**src/rtl/ship_hit_detector_pkg.sv**
```systemverilog
// Shared definitions for the ship hit detector: state encodings and
// default timing parameters.
package ship_hit_detector_pkg;

   typedef enum logic [1:0] {
      ARMED    = 2'b00,
      HIT      = 2'b01,
      COOLDOWN = 2'b10
   } state_t;

   localparam int unsigned HIT_HOLD_DEFAULT        = 4;
   localparam int unsigned COOLDOWN_FRAMES_DEFAULT = 60;

endpackage

```
**src/rtl/ship_hit_detector_if.sv**
```systemverilog
// Pixel/timing inputs and hit/invulnerability outputs of the ship hit detector.
interface ship_hit_detector_if;

   logic       vblnk;
   logic       ship_px;
   logic       hazard_px;
   logic       enable;
   logic       hit;
   logic       invulnerable;
   logic [7:0] cooldown_left;

   modport master (
      output vblnk, ship_px, hazard_px, enable,
      input  hit, invulnerable, cooldown_left
   );

   modport slave (
      input  vblnk, ship_px, hazard_px, enable,
      output hit, invulnerable, cooldown_left
   );

endinterface

```
**src/rtl/ship_hit_detector_frame_edge_detect.sv**
```systemverilog
// Frame boundary detector: one-cycle pulse on the first sampled cycle of vblnk=1.
module frame_edge_detect (
   input  logic pclk,
   input  logic rst,
   input  logic vblnk,
   output logic fb
);

   logic vblnk_d;

   always_ff @(posedge pclk or posedge rst) begin
      if (rst) vblnk_d <= 1'b0;
      else     vblnk_d <= vblnk;
   end

   assign fb = vblnk & ~vblnk_d;

endmodule

```
**src/rtl/ship_hit_detector.sv**
```systemverilog
// Ship/hazard pixel collision detector: one hit pulse per colliding frame,
// followed by a frame-counted invulnerability window.
module ship_hit_detector
   import ship_hit_detector_pkg::*;
#(
   parameter int unsigned HIT_HOLD        = HIT_HOLD_DEFAULT,
   parameter int unsigned COOLDOWN_FRAMES = COOLDOWN_FRAMES_DEFAULT
) (
   input  logic               pclk,
   input  logic               rst,
   ship_hit_detector_if.slave bus
);

   localparam logic [3:0] HOLD_LOAD = 4'(HIT_HOLD - 1);
   localparam logic [7:0] COOL_LOAD = 8'(COOLDOWN_FRAMES);

   state_t     state, state_nx;
   logic [3:0] hold, hold_nx;
   logic [7:0] cool, cool_nx;
   logic       collide, collide_nx;
   logic       hit_q, hit_nx;
   logic       inv_q, inv_nx;
   logic       fb;
   logic       overlap;

   frame_edge_detect u_fb (
      .pclk  (pclk),
      .rst   (rst),
      .vblnk (bus.vblnk),
      .fb    (fb)
   );

   assign overlap = bus.ship_px & bus.hazard_px & bus.enable & ~bus.vblnk;

   always_ff @(posedge pclk or posedge rst) begin
      if (rst) begin
         state   <= ARMED;
         hold    <= '0;
         cool    <= '0;
         collide <= 1'b0;
         hit_q   <= 1'b0;
         inv_q   <= 1'b0;
      end else begin
         state   <= state_nx;
         hold    <= hold_nx;
         cool    <= cool_nx;
         collide <= collide_nx;
         hit_q   <= hit_nx;
         inv_q   <= inv_nx;
      end
   end

   always_comb begin
      state_nx = state;
      if (!bus.enable) begin
         state_nx = ARMED;
      end else begin
         case (state)
            ARMED:    if (fb && (collide || overlap)) state_nx = HIT;
            HIT:      if (hold == 4'd0) state_nx = (COOLDOWN_FRAMES == 0) ? ARMED : COOLDOWN;
            COOLDOWN: if (fb && cool == 8'd1) state_nx = ARMED;
            default:  state_nx = ARMED;
         endcase
      end
   end

   // Outputs are registered from the next state so hit/invulnerable
   // change on the same edge as the state they describe.
   always_comb begin
      collide_nx = collide;
      hold_nx    = hold;
      cool_nx    = cool;
      if (!bus.enable) begin
         collide_nx = 1'b0;
         hold_nx    = '0;
         cool_nx    = '0;
      end else begin
         case (state)
            ARMED: begin
               if (fb) begin
                  collide_nx = 1'b0;
                  if (collide || overlap) hold_nx = HOLD_LOAD;
               end else begin
                  collide_nx = collide | overlap;
               end
            end
            HIT: begin
               collide_nx = 1'b0;
               if (hold == 4'd0) cool_nx = COOL_LOAD;
               else              hold_nx = hold - 4'd1;
            end
            COOLDOWN: begin
               collide_nx = 1'b0;
               if (fb && cool != 8'd0) cool_nx = cool - 8'd1;
            end
            default: begin
               collide_nx = 1'b0;
               hold_nx    = '0;
               cool_nx    = '0;
            end
         endcase
      end
      hit_nx = (state_nx == HIT);
      inv_nx = (state_nx != ARMED);
   end

   assign bus.hit           = hit_q;
   assign bus.invulnerable  = inv_q;
   assign bus.cooldown_left = cool;

endmodule
```
**src/flat_wrapper.sv**
```systemverilog
// flat-port wrapper written by rule: the top's interface ports become plain ports
module ship_hit_detector_flat import ship_hit_detector_pkg::*;
#(
   parameter int unsigned HIT_HOLD        = HIT_HOLD_DEFAULT,
   parameter int unsigned COOLDOWN_FRAMES = COOLDOWN_FRAMES_DEFAULT
)
  (pclk, rst, bus_vblnk, bus_ship_px, bus_hazard_px, bus_enable, bus_hit, bus_invulnerable, bus_cooldown_left);
  ship_hit_detector_if bus_i ();
  input  logic pclk;
  input  logic rst;
  input wire logic [$bits(bus_i.vblnk)-1:0] bus_vblnk;
  input wire logic [$bits(bus_i.ship_px)-1:0] bus_ship_px;
  input wire logic [$bits(bus_i.hazard_px)-1:0] bus_hazard_px;
  input wire logic [$bits(bus_i.enable)-1:0] bus_enable;
  output wire logic [$bits(bus_i.hit)-1:0] bus_hit;
  output wire logic [$bits(bus_i.invulnerable)-1:0] bus_invulnerable;
  output wire logic [$bits(bus_i.cooldown_left)-1:0] bus_cooldown_left;
  assign bus_i.vblnk = bus_vblnk;
  assign bus_i.ship_px = bus_ship_px;
  assign bus_i.hazard_px = bus_hazard_px;
  assign bus_i.enable = bus_enable;
  assign bus_hit = bus_i.hit;
  assign bus_invulnerable = bus_i.invulnerable;
  assign bus_cooldown_left = bus_i.cooldown_left;
  ship_hit_detector #(.HIT_HOLD(HIT_HOLD), .COOLDOWN_FRAMES(COOLDOWN_FRAMES)) u_core (.pclk(pclk), .rst(rst), .bus(bus_i));
endmodule
```
**config.mk**
```make
export PLATFORM = sky130hd
export DESIGN_NAME = ship_hit_detector_flat
export DESIGN_NICKNAME = d
export VERILOG_FILES = /design/src/rtl/ship_hit_detector_pkg.sv /design/src/rtl/ship_hit_detector_if.sv /design/src/rtl/ship_hit_detector_frame_edge_detect.sv /design/src/rtl/ship_hit_detector.sv /design/src/flat_wrapper.sv
export SDC_FILE = /design/constraint.sdc
export NUM_CORES = 1
export LEC_CHECK = 0
export ABC_CLOCK_PERIOD_IN_PS = 2250
export BUFFER_PORTS_ARGS = -buffer_cell sky130_fd_sc_hd__buf_2
export CORE_MARGIN = 2
export CORE_UTILIZATION = 40
export DETAILED_ROUTE_END_ITERATION = 7
export GPL_TIMING_DRIVEN = 0
export REMOVE_ABC_BUFFERS = 1
export SLEW_MARGIN = 20
export SYNTH_ARGS = -nofsm -noshare
export SYNTH_HDL_FRONTEND = slang
export SYNTH_HIERARCHICAL = 1
export SYNTH_SLANG_ARGS = --single-unit
```
**constraint.sdc**
```tcl
create_clock -name pclk -period 2.25 [get_ports pclk]
set_clock_uncertainty 0.05 [all_clocks]
set_input_delay 0.3375 -clock pclk [delete_from_list [all_inputs] [get_ports pclk]]
set_output_delay 0.3375 -clock pclk [all_outputs]
set_load 0.005 [all_outputs]
```
==> impl_metrics.env <==
export IMPL_cpMaxStageDelayCell="or4_4"
export IMPL_wl_per_cell_um=15.69
export IMPL_ys_seq_area_frac=0.3711
export IMPL_cts_tree="yes"
export IMPL_setup_tns_final_ps=0
export IMPL_met2WireLength_um=1277
export IMPL_grt_setup_unrepaired="false"
export IMPL_gp_congestion=0.8297
export IMPL_worst_path_max_fanout=8
export IMPL_place_ws_ps=0.03264
export IMPL_grt_pass1_wl_um=4609
export IMPL_fmax_mhz=458.6
export IMPL_portBuffers=15
export IMPL_synth_async_reset_ratio=1.000
export IMPL_via_per_inst=6.056
export IMPL_worst_pin_slew_ps=937.5
export IMPL_crit_family="compound AO/OA/AOI/OAI gates"
export IMPL_cp_cell_sequence="or4_4 -> o41ai_4 -> a21o_4 -> mux2_4"
export IMPL_clk_latency_ps=290
export IMPL_place_area_mm2=0.001301
export IMPL_synthFlopType="dfrtp_1"
export IMPL_cts_root_buf="clkbuf_4"
export IMPL_hpwl_um=1977
export IMPL_worstSetupPathType="reg -> reg"
export IMPL_cts_inserted_buffers=3
export IMPL_coreArea_mm2=0.002829
export IMPL_fin_area_mm2=0.001354
export IMPL_path_buf_inv=0
export IMPL_grt_pass1_vias=1009
export IMPL_antenna_cells=0
export IMPL_slew_violations=0
export IMPL_grt_overflow_total=0
export IMPL_grt_use_total=0.1737
export IMPL_slowest_delay_ps=580
export IMPL_arrival_ps=2310
export IMPL_final_hold_violation_count=0
export IMPL_dr_wl_met3_um=167
export IMPL_status="finished, final reports clean"
export IMPL_antenna_found_initial=0
export IMPL_yosysWarnings=6
export IMPL_clockBufferDepth=2
export IMPL_fin_cells=177
export IMPL_dr_pass1_iters=4
export IMPL_leakage_nw=0.6264
export IMPL_antenna_left=0
export IMPL_whs_ps=137.9
export IMPL_netlist_instances=131
export IMPL_start_util=0.4290
export IMPL_route_vias_total=1072
export IMPL_cts_sinks=18
export IMPL_startpoint_type="register"
export IMPL_h_tree_depth=1
export IMPL_topRoutingLayerUsed="met4"
export IMPL_drive_gt1_frac=0.1918
export IMPL_drt_met1_wl_um=1312
export IMPL_io_pin_count=16
export IMPL_synth_area_mm2=0.001214
export IMPL_drcViolationCount=0
export IMPL_dp_cells=172
export IMPL_hold_path_class="in -> reg"
export IMPL_period_minus_slack_ps=2180
export IMPL_nets=162
export IMPL_synth_cell_type_count=41
export IMPL_clk_pin_slew_worst_paths_ps=100
export IMPL_critPathRequiredTime_ps=2380
export IMPL_die_x_um=59.09
export IMPL_syn_to_final_growth_pct=11.55
export IMPL_grt_max_degree=18
export IMPL_layout_setup_ws_ps=69.68
export IMPL_finalCritPeriodShare=0.9690
export IMPL_setup_viol=0
export IMPL_synth_edff_count=0
export IMPL_synth_seq_cells=18
export IMPL_powerDensity_mw_per_mm2=449.5
export IMPL_slew_headroom=0.3693
export IMPL_totalWireLength_um=2778
export IMPL_die_h_um=59.09
export IMPL_dieArea_mm2=0.003491
export IMPL_drt_iter0_markers=40
export IMPL_maxCapViolCount=0
export IMPL_critPathCaptureType="register"
export IMPL_rows=19
export IMPL_ir_drop_v=0.0001935
export IMPL_syn_area_per_cell_um2=9.265
## power breakdown
part	internal, W	switching [W]
Clock	0.0000623	0.0000972
Sequential	0.000331	0.00000633
Combinational	0.0000452	0.0000664
Total	0.000438	0.000170
## cell type report
class                           count  area (um2)
Tap cell                           31       38.79
Inverter                           18       67.56
Sequential cell                    18       450.4
Multi-Input combinational cell     90       681.9
Timing Repair Buffer               17       92.59
Fill cell                         259        1475
Clock buffer                        3       22.52
## synth_stat cells, drive strengths merged (4+ instances only)
library cell / number / area [um2]
inv: 18 / 67.56
o21ai: 4 / 20.02
nor3: 4 / 20.02
nand2: 5 / 18.77
a21oi: 5 / 25.02
a31oi: 6 / 37.54
nor2: 11 / 41.29
o21a: 4 / 30.03
o32ai: 6 / 52.55
ha: 8 / 100.1
a211oi: 7 / 52.55
dfrtp: 18 / 450.4
## metal layers
metal	vias to the layer above	GRT usage
li1	516	-
met1	510	0.2387
met2	44	0.2746
met3	2	0.02620
met4	0	0.06818
met5	-	0
## sequential cells by signal, indices dropped and copies added, names as in the netlist
register,flops
u_core/bus.cooldown_left,8
u_core/hold,4
u_core/state,2
u_core/bus.hit,1
u_core/bus.invulnerable,1
u_core/collide,1
u_core/u_fb/vblnk_d,1
## cell families (layout without fill, tap and decap cells)
logic type               after synthesis  count (layout)  share of synthesized area
flip-flops                            18              18                     0.3711
buffers and inverters                 23              38                    0.07731
multiplexers                           2               2                    0.02062
AND/OR/NAND/NOR                       37              37                     0.1753
AO/OA/AOI/OAI                         43              43                     0.2732
adder cells (fa/ha/maj)                8               8                    0.08248
## cell usage in the layout (no fill, tap or decap), types with 3 or more instances in the layout
cell and count:
buf_2 15, o21ai_0 4, inv_1 18, o31a_1 3, a211oi_1 7, nor3_1 4, o32ai_1 6, ha_1 7
o21a_1 4, a31oi_1 6, nor2_1 10, nand2_1 5, clkbuf_4 3, nand3_1 3, a21oi_1 5, dfrtp_1 18
## timing repair
item	in CTS	in global routing
resized for setup	1	3
hold buffers	1	0
pin swaps	0	2
buffers inserted	0	1
setup endpoints to repair	1	1
endpoints found under the hold margin	1	0
## through the flow
stage,power (W),util
5_1_grt,0.0006416,0.4785
4_1_cts,0.0006143,0.4719
6_report,0.0006085,0.4785
3_3_place_gp,0.0004453,0.4600
2_1_floorplan,0.0004187,-
3_5_place_dp,0.0004481,0.4600
## final timing paths
path | from | endpoint | slack [ps] | cells past startpoint
setup reg to reg | u_core/bus.cooldown_left[7] | u_core/bus.cooldown_left[1] | 70 | 4
min in group asynchronous | rst | u_core/u_fb/vblnk_d | 370 | 3
hold reg to reg | u_core/collide | u_core/collide | 500 | 2
max in group asynchronous | rst | u_core/bus.cooldown_left[6] | 1070 | 3
hold / removal | bus_vblnk | u_core/u_fb/vblnk_d | 140 | 1
setup / recovery | u_core/bus.cooldown_left[7] | u_core/bus.cooldown_left[1] | 70 | 4
Note: power is estimated with default switching activity, not from simulation.
